### src/rtl/cpu_pkg.sv
// rtl/cpu_pkg.sv - shared opcodes, state encoding and instruction fields for the 8-bit RISC CPU
// Purpose: common definitions imported by cpu_control_fsm and alu8.
// Contents: data/instruction/register-address widths, opcode values,
//           FSM state enum, IR field bit positions, opcode class helpers.
package cpu_pkg;

   localparam int DATA_W  = 8;
   localparam int INSTR_W = 16;
   localparam int REG_AW  = 3;

   localparam logic [3:0] OP_NOP = 4'h0;
   localparam logic [3:0] OP_ADD = 4'h1;
   localparam logic [3:0] OP_SUB = 4'h2;
   localparam logic [3:0] OP_AND = 4'h3;
   localparam logic [3:0] OP_OR  = 4'h4;
   localparam logic [3:0] OP_XOR = 4'h5;
   localparam logic [3:0] OP_LDI = 4'h6;
   localparam logic [3:0] OP_MOV = 4'h7;
   localparam logic [3:0] OP_JZ  = 4'h8;
   localparam logic [3:0] OP_JMP = 4'h9;
   localparam logic [3:0] OP_HLT = 4'hF;

   typedef enum logic [2:0] {
      S_FETCH     = 3'd0,
      S_DECODE    = 3'd1,
      S_EXECUTE   = 3'd2,
      S_WRITEBACK = 3'd3,
      S_HALT      = 3'd4
   } state_t;

   localparam int OP_HI  = 15;
   localparam int OP_LO  = 12;
   localparam int RD_HI  = 11;
   localparam int RD_LO  = 9;
   localparam int RS1_HI = 8;
   localparam int RS1_LO = 6;
   localparam int RS2_HI = 5;
   localparam int RS2_LO = 3;
   localparam int IMM_HI = 7;
   localparam int IMM_LO = 0;

   // Opcodes that produce a register-file write (ADD..MOV).
   function automatic logic is_write_op(input logic [3:0] op);
      return (op >= OP_ADD) && (op <= OP_MOV);
   endfunction

   // Opcodes that update the zero flag (ADD..XOR only; LDI/MOV leave it alone).
   function automatic logic is_flag_op(input logic [3:0] op);
      return (op >= OP_ADD) && (op <= OP_XOR);
   endfunction

endpackage

### src/rtl/alu8.sv
// rtl/alu8.sv - combinational 8-bit ALU used in the EXECUTE stage
// Purpose: computes the result of ADD/SUB/AND/OR/XOR/LDI/MOV.
// Ports:
//   op     in  4  opcode (IR[15:12])
//   a      in  8  operand A (register rs1)
//   b      in  8  operand B (register rs2)
//   imm    in  8  immediate (IR[7:0])
//   result out 8  operation result, modulo 256
//   zero   out 1  result == 0
module alu8
   import cpu_pkg::*;
(
   input  logic [3:0]        op,
   input  logic [DATA_W-1:0] a,
   input  logic [DATA_W-1:0] b,
   input  logic [DATA_W-1:0] imm,
   output logic [DATA_W-1:0] result,
   output logic              zero
);

   always_comb begin
      result = '0;
      case (op)
         OP_ADD:  result = a + b;
         OP_SUB:  result = a - b;
         OP_AND:  result = a & b;
         OP_OR:   result = a | b;
         OP_XOR:  result = a ^ b;
         OP_LDI:  result = imm;
         OP_MOV:  result = a;
         default: result = '0;
      endcase
   end

   assign zero = (result == '0);

endmodule

### src/rtl/cpu_control_fsm.sv
// rtl/cpu_control_fsm.sv - multi-cycle fetch/decode/execute/writeback controller for the 8-bit RISC CPU
// Purpose: holds PC, IR and Z flag; fetches over a req/valid handshake and
//          drives the register file read/write ports.
// Ports:
//   clk, rst             clock, synchronous active-high reset
//   instr_req  out 1     waiting for an instruction (FETCH)
//   pc         out 8     fetch address
//   instr_valid in 1     instr_data valid (sampled only in FETCH)
//   instr_data in 16     instruction word
//   read_reg1/2 out 3    register file read addresses (IR[8:6], IR[5:3])
//   read_data1/2 in 8    register file read data
//   reg_write  out 1     register file write strobe (one cycle, WRITEBACK)
//   write_reg  out 3     destination register (IR[11:9])
//   write_data out 8     value written
//   zero_flag  out 1     Z flag
//   halted     out 1     HLT has executed
module cpu_control_fsm
   import cpu_pkg::*;
#(
   parameter logic [DATA_W-1:0] PC_RESET = 8'h00
)(
   input  logic                clk,
   input  logic                rst,
   output logic                instr_req,
   output logic [DATA_W-1:0]   pc,
   input  logic                instr_valid,
   input  logic [INSTR_W-1:0]  instr_data,
   output logic [REG_AW-1:0]   read_reg1,
   output logic [REG_AW-1:0]   read_reg2,
   input  logic [DATA_W-1:0]   read_data1,
   input  logic [DATA_W-1:0]   read_data2,
   output logic                reg_write,
   output logic [REG_AW-1:0]   write_reg,
   output logic [DATA_W-1:0]   write_data,
   output logic                zero_flag,
   output logic                halted
);

   state_t              state;
   state_t              state_next;
   logic [INSTR_W-1:0]  ir;
   logic [3:0]          opcode;
   logic [DATA_W-1:0]   alu_result;
   logic                alu_zero;
   logic                take_jump;

   assign opcode = ir[OP_HI:OP_LO];

   alu8 u_alu (
      .op     (opcode),
      .a      (read_data1),
      .b      (read_data2),
      .imm    (ir[IMM_HI:IMM_LO]),
      .result (alu_result),
      .zero   (alu_zero)
   );

   // JZ uses the flag as it stands before this instruction; JZ never updates Z.
   assign take_jump = (opcode == OP_JMP) || ((opcode == OP_JZ) && zero_flag);

   always_ff @(posedge clk) begin
      if (rst) state <= S_FETCH;
      else     state <= state_next;
   end

   always_comb begin
      state_next = state;
      instr_req  = 1'b0;
      reg_write  = 1'b0;
      halted     = 1'b0;
      case (state)
         S_FETCH: begin
            instr_req = 1'b1;
            if (instr_valid) state_next = S_DECODE;
         end
         S_DECODE: state_next = S_EXECUTE;
         S_EXECUTE: begin
            if (is_write_op(opcode))   state_next = S_WRITEBACK;
            else if (opcode == OP_HLT) state_next = S_HALT;
            else                       state_next = S_FETCH;
         end
         S_WRITEBACK: begin
            // Gated so a reset landing on the writeback cycle commits nothing.
            reg_write  = !rst;
            state_next = S_FETCH;
         end
         S_HALT: halted = 1'b1;
         default: state_next = S_FETCH;
      endcase
   end

   always_ff @(posedge clk) begin
      if (rst) begin
         pc         <= PC_RESET;
         ir         <= '0;
         zero_flag  <= 1'b0;
         read_reg1  <= '0;
         read_reg2  <= '0;
         write_reg  <= '0;
         write_data <= '0;
      end else begin
         case (state)
            S_FETCH: begin
               if (instr_valid) begin
                  ir <= instr_data;
                  pc <= pc + 8'd1;
               end
            end
            S_DECODE: begin
               read_reg1 <= ir[RS1_HI:RS1_LO];
               read_reg2 <= ir[RS2_HI:RS2_LO];
            end
            S_EXECUTE: begin
               // write_data doubles as the result register, so it holds after the pulse.
               if (is_write_op(opcode)) begin
                  write_data <= alu_result;
                  write_reg  <= ir[RD_HI:RD_LO];
               end
               if (is_flag_op(opcode)) zero_flag <= alu_zero;
               if (take_jump)          pc <= ir[IMM_HI:IMM_LO];
            end
            default: ;
         endcase
      end
   end

endmodule

### config.mk
export PLATFORM = sky130hd
export DESIGN_NAME = cpu_control_fsm
export DESIGN_NICKNAME = d
export VERILOG_FILES = /design/src/rtl/cpu_pkg.sv /design/src/rtl/alu8.sv /design/src/rtl/cpu_control_fsm.sv
export SDC_FILE = /design/constraint.sdc
export NUM_CORES = 1
export LEC_CHECK = 0
export BUFFER_PORTS_ARGS = -buffer_cell sky130_fd_sc_hd__buf_2
export CELL_PAD_IN_SITES_DETAIL_PLACEMENT = 0
export CELL_PAD_IN_SITES_GLOBAL_PLACEMENT = 1
export CORE_MARGIN = 5
export CORE_UTILIZATION = 35
export DETAILED_ROUTE_END_ITERATION = 16
export HOLD_SLACK_MARGIN = 0.08
export PLACE_DENSITY_LB_ADDON = 0.1
export SLEW_MARGIN = 10
export SYNTH_ARGS = -nofsm -noshare
export SYNTH_HDL_FRONTEND = slang
export SYNTH_SLANG_ARGS = --single-unit
### constraint.sdc
create_clock -name clk -period 4 [get_ports clk]
set_clock_uncertainty 0.1 [all_clocks]
set_input_delay 0.4 -clock clk [delete_from_list [all_inputs] [get_ports clk]]
set_output_delay 0.4 -clock clk [all_outputs]
set_load 0.05 [all_outputs]
### Yosys cells after proc, flatten, opt, wreduce, memory -nomap -nowiden

Cells that the tools add are included.

* equality and inequality tests: 16
* reductions and logical operators: 13
* divide/modulo/power cells: 0
* shift-type cells: 0
* bitwise operators: 4
* muxes and demuxes: 11
* $add $sub $neg: 3
* multiply operators: 0
* order comparisons: 3

Operators with widths (count)
* case mux 8 bit (7 select lines): 1
* == test 4 x 3 -> 1 bit (second input constant): 4
* 2-to-1 mux 8 bit: 2
* case mux 8 bit (2 select lines): 1
* == test 4 bit (second input constant): 3
* case mux 3 bit (4 select lines): 1
* 2-to-1 mux 3 bit: 3
* adder 8 x 1 -> 8 bit (second input constant): 1
* adder 8 bit: 1
* bitwise AND 8 bit: 1
* == test 4 x 2 -> 1 bit (second input constant): 2
* <= comparator 4 x 3 -> 1 bit (second input constant): 2
* logical NOT 8 bit: 1
* OR 8 bit: 1
* AND reduction 2 bit: 4
* subtractor 8 bit: 1
* XOR 8 bit: 1
* == test 3 x 2 -> 1 bit (second input constant): 2
* == test 4 x 1 -> 1 bit (second input constant): 1
* greater-or-equal comparator 4 x 1 -> 1 bit (second input constant): 1
* != test 2 bit (second input constant): 2
* == test 3 x 1 -> 1 bit (second input constant): 1
* == test 3 bit (second input constant): 1
* logical AND 1 bit: 3
* other kinds (7): 9

* bits in read-only memories: 0
* bits in latches: 0
* bits of input ports: 35
* memories kept: 0
* register bits: 45
* memory bits (writable): 0

### Depth between registers and ports, before layout

* depth after elaboration: 5
* gate-level depth with buffers: 12
* depth with buffers taken out: 11

### Modules after synthesis

A second synthesis with hierarchy kept.

* cells, all modules: 371
* area, all modules: 3146.8 µm²

Modules (own cells, without submodules)
* cpu_control_fsm: cells an instance 216, area each 1923.1 µm², times used 1
* alu8: cells an instance 155, area each 1223.7 µm², times used 1

### Worst setup path after synthesis

No wires, ideal clock.

* path kind: flip-flop to flip-flop
* from: reg ir[14]
* to: reg zero_flag
* required time: 3.841 ns
* library setup time: 0.059 ns
* slack: 0.907 ns
* arrival: 2.934 ns
* path buffers: 2
* cell stages (with the launch flop): 12
* cell sequence: dfxtp_1 > buf_2 > buf_4 > nor4b_4 > mux2i_1 > fa_1 > mux4_2 > nand2b_1 > a21oi_1 > nor2b_1 > and4_1 > a31o_1

* longest elaborated chain between the ends: 3
* elaborated cells on any way between the ends: 13
* those cells by class: order compare: 2; eq/ne: 7; mux: 1; reduce/logical: 3

RTL lines
* start, declared: line cpu_control_fsm.sv:41 `logic [INSTR_W-1:0] ir;`
* start signal, assigned: line cpu_control_fsm.sv:105 `ir <= instr_data;`
* == test 4 x 3 -> 1 bit (tied with other cells): line alu8.sv:23 `case (op)`
* case mux 8 bit (7 select lines) or logical AND 1 bit (tied branches): line alu8.sv:23, cpu_pkg.sv:49
* logical NOT 8 bit or AND reduction 2 bit (tied branches)
* end signal, assigned: line cpu_control_fsm.sv:119 `if (is_flag_op(opcode)) zero_flag <= alu_zero;`
* end, declared: line cpu_control_fsm.sv:35 `output logic zero_flag,`

Parallel ways exist; a longest one is shown, timed or not.
A chain may end at the register's enable or synchronous reset.

### Worst setup path after layout

Ends and elaborated chain as after synthesis.

==> results.md <==
- Pre-antenna DRT Iters: 4
- H-Tree Depth: 2
- Startpoint Class: flip-flop
- Hold_buf cts: 0
- Post-Syn Area: about 3100 um^2
- Initial antenna violation count: 0
- Initial Utilization: 35.7%
- Minimum clock period: 3200 ps
- DP HPWL: 6500 um
- Largest net degree at the start of global routing: 48
- Die area: 10800 um^2
- WL/cell: 15.5 um
- Min-delay worst type: in -> reg
- Number of flip-flops under the largest register name: 16
- Slew Limit Fails: 0
- Drt drc: 0
- Die Height: 104 um
- Core area: 8680 um^2
- Final hold vios: 0
- Top-count cell post-synth: nand2_1
- Max cap viols: 0
- Unique masters post-synth: 63
- Placed cell count: between 500 and 600
- NumNets Final: 498
- Synth Area per Inst: 8.07 um^2
- Global Route Usage Sum: approximately 15%
- Cells after Synth: 384
- Power Dens Cells: 313 nW/um^2
- Sink Count: 45
- GR Overflow Total: 0
- Critical Path RT: around 4100 ps
- RePlAce Congestion: 0.794
- Share of post-route cells with drive strength above 1: about 22%
- Post-synth top flop: dfxtp_1
- Total number of vias: 2791
- Initial DRC Count: 102
- Root buffer cell: clkbuf_8
- Synth top cells by count: nand2_1 (60), dfxtp_1 (45), nor2_1 (34)
- Pre-CTS setup slack: 805 ps
- Area contributors post-synth: dfxtp_1 (29%), ha_1 (10%), nand2_1 (7.3%)
- Worst Path Max Fanout: 7
- Clk pin slew, worst setup/hold paths: around 100 ps
- RSZ-0062 raised after global routing: no
- Die X-Extent: 104 um
- CTS tree: yes
- Yosys top cell by area: dfxtp_1
- Share of the synthesized area in the top cell type: 29.1%
- Vias per cell: 5.11
- Vias in the first global route: 2740
- Synth Register Bits: 45
- Syn_nets: 445
- Synth Warn #: 0
- ANT cells: 0
- Num CTS Buffers: 5
- Actual transition at the worst max-transition pin: 1080 ps
- Critical Path End Type: flip-flop
- Biggest regs: ir x16, pc x8, write_data x8
- Slew HR: 27.5%
- Post-route ant nets: 0
- Setup bufs post-CTS: 0
- Final setup vio count: 0
- Maximum root-to-sink buffer count: 2
- Worst EP arrival: 3350 ps
- Global-route wire length before repair: around 14000 um
- Seq/Total Area, Yosys: 29.1%
- Setup total negative slack: 0 ps
- CTS-repair resized insts: 0
- Num rows: 34
- Total wire length: between 8000 and 9000 um
- Maximum VDD drop: 0.155 mV
- Post-synth EDFFs: 0
- Area growth, synth to finish: 15.2%
- Crit path kind: reg -> reg
- Worst-Skew Late Latency: 300 ps
- Ys async rst share: 0%
- Leak: around 1.5 nW
- Final setup margin: 797 ps
- Post-Layout Cell Count: roughly 550
- I/O pin count: 64
- Fmax: 312 MHz
- Status: complete, no violations
- Period utilisation layout: 80.1%
- Most flop-heavy register: ir
- IO Port Bufs: between 60 and 70
critical path, cell delays in order (launching register included):
cell	delay, ps
dfxtp_1	350
nor4b_4	490
mux2i_1	350
fa_1	470
mux4_2	450
nand2b_1	150
a21oi_1	190
nor2b_1	240
and4_1	210
a31o_1	140
per-layer routing:
layer / GRT usage, % / routed length [um]
met1: 21.4 / 4190
met2: 25.2 / 3900
met3: 3.54 / 320
met4: 2.22 / 32
met5: 0 / 0
logic make-up (layout without fill, tap and decap cells):
group	count (synthesis)	after routing	share of synthesized area, %
fa+ha+maj	26	26	10.7
flops	45	45	29.1
mux	17	17	6.58
buf+inv	42	96	6.17
xor+xnor	11	11	3.11
simple gates	156	156	25.6
compound gates	87	87	18.8
layout make-up:
type,instances,area [um^2]
inverters,20,75.1
fillers,968,5110
multi-input cells,297,2010
well taps,108,135
flip-flops and latches,45,901
clock buffers,5,68.8
clock inverters,3,25.0
repair buffers,68,353
placed cells by master, fill, tap and decap left out, types with 3 or more instances in the layout:
cell type	count
a211oi_1	9
a21oi_1	32
a22oi_1	4
a31oi_1	5
a32oi_1	3
buf_2	63
buf_4	5
clkbuf_8	5
dfxtp_1	45
ha_1	25
inv_1	20
mux2_2	6
mux2i_1	8
nand2_1	60
nand2b_1	11
nand3_1	9
nand3b_1	3
nand4_1	3
nor2_1	34
nor2b_1	3
nor3_1	11
nor3b_1	3
o211ai_1	4
o21ai_0	10
o22ai_1	3
xnor2_1	7
xor2_1	4
per-stage QoR:
step | power, W | util (%) | hold slack (ps) | cell area [um^2]
floorplan | 0.000741 | - | 332 | 3100
global placement | 0.000830 | 40.1 | 344 | 3480
detailed placement | 0.000832 | 40.1 | 347 | 3480
CTS | 0.00113 | 41.1 | 211 | 3570
global route | 0.00119 | 41.1 | 221 | 3570
finish | 0.00112 | 41.1 | 223 | 3570
power breakdown:
| part | switching [W] | internal, W |
|---|---|---|
| sequential | 0.0000201 | 0.000467 |
| clock | 0.000168 | 0.000126 |
| combinational | 0.000205 | 0.000129 |
| total | 0.000393 | 0.000723 |
final timing paths:
check / startpoint / slack [ps] / to / cells after the start
setup / recovery: ir[14]$_SDFFE_PP0P_ / 800 / zero_flag$_SDFFE_PP0P_ / 9
setup reg to reg: ir[14]$_SDFFE_PP0P_ / 800 / zero_flag$_SDFFE_PP0P_ / 9
hold reg to reg: ir[11]$_SDFFE_PP0P_ / 360 / write_reg[2]$_SDFFE_PP0P_ / 2
hold / removal: instr_data[9] / 220 / ir[9]$_SDFFE_PP0P_ / 3
Power figures use the tool's default switching activity.
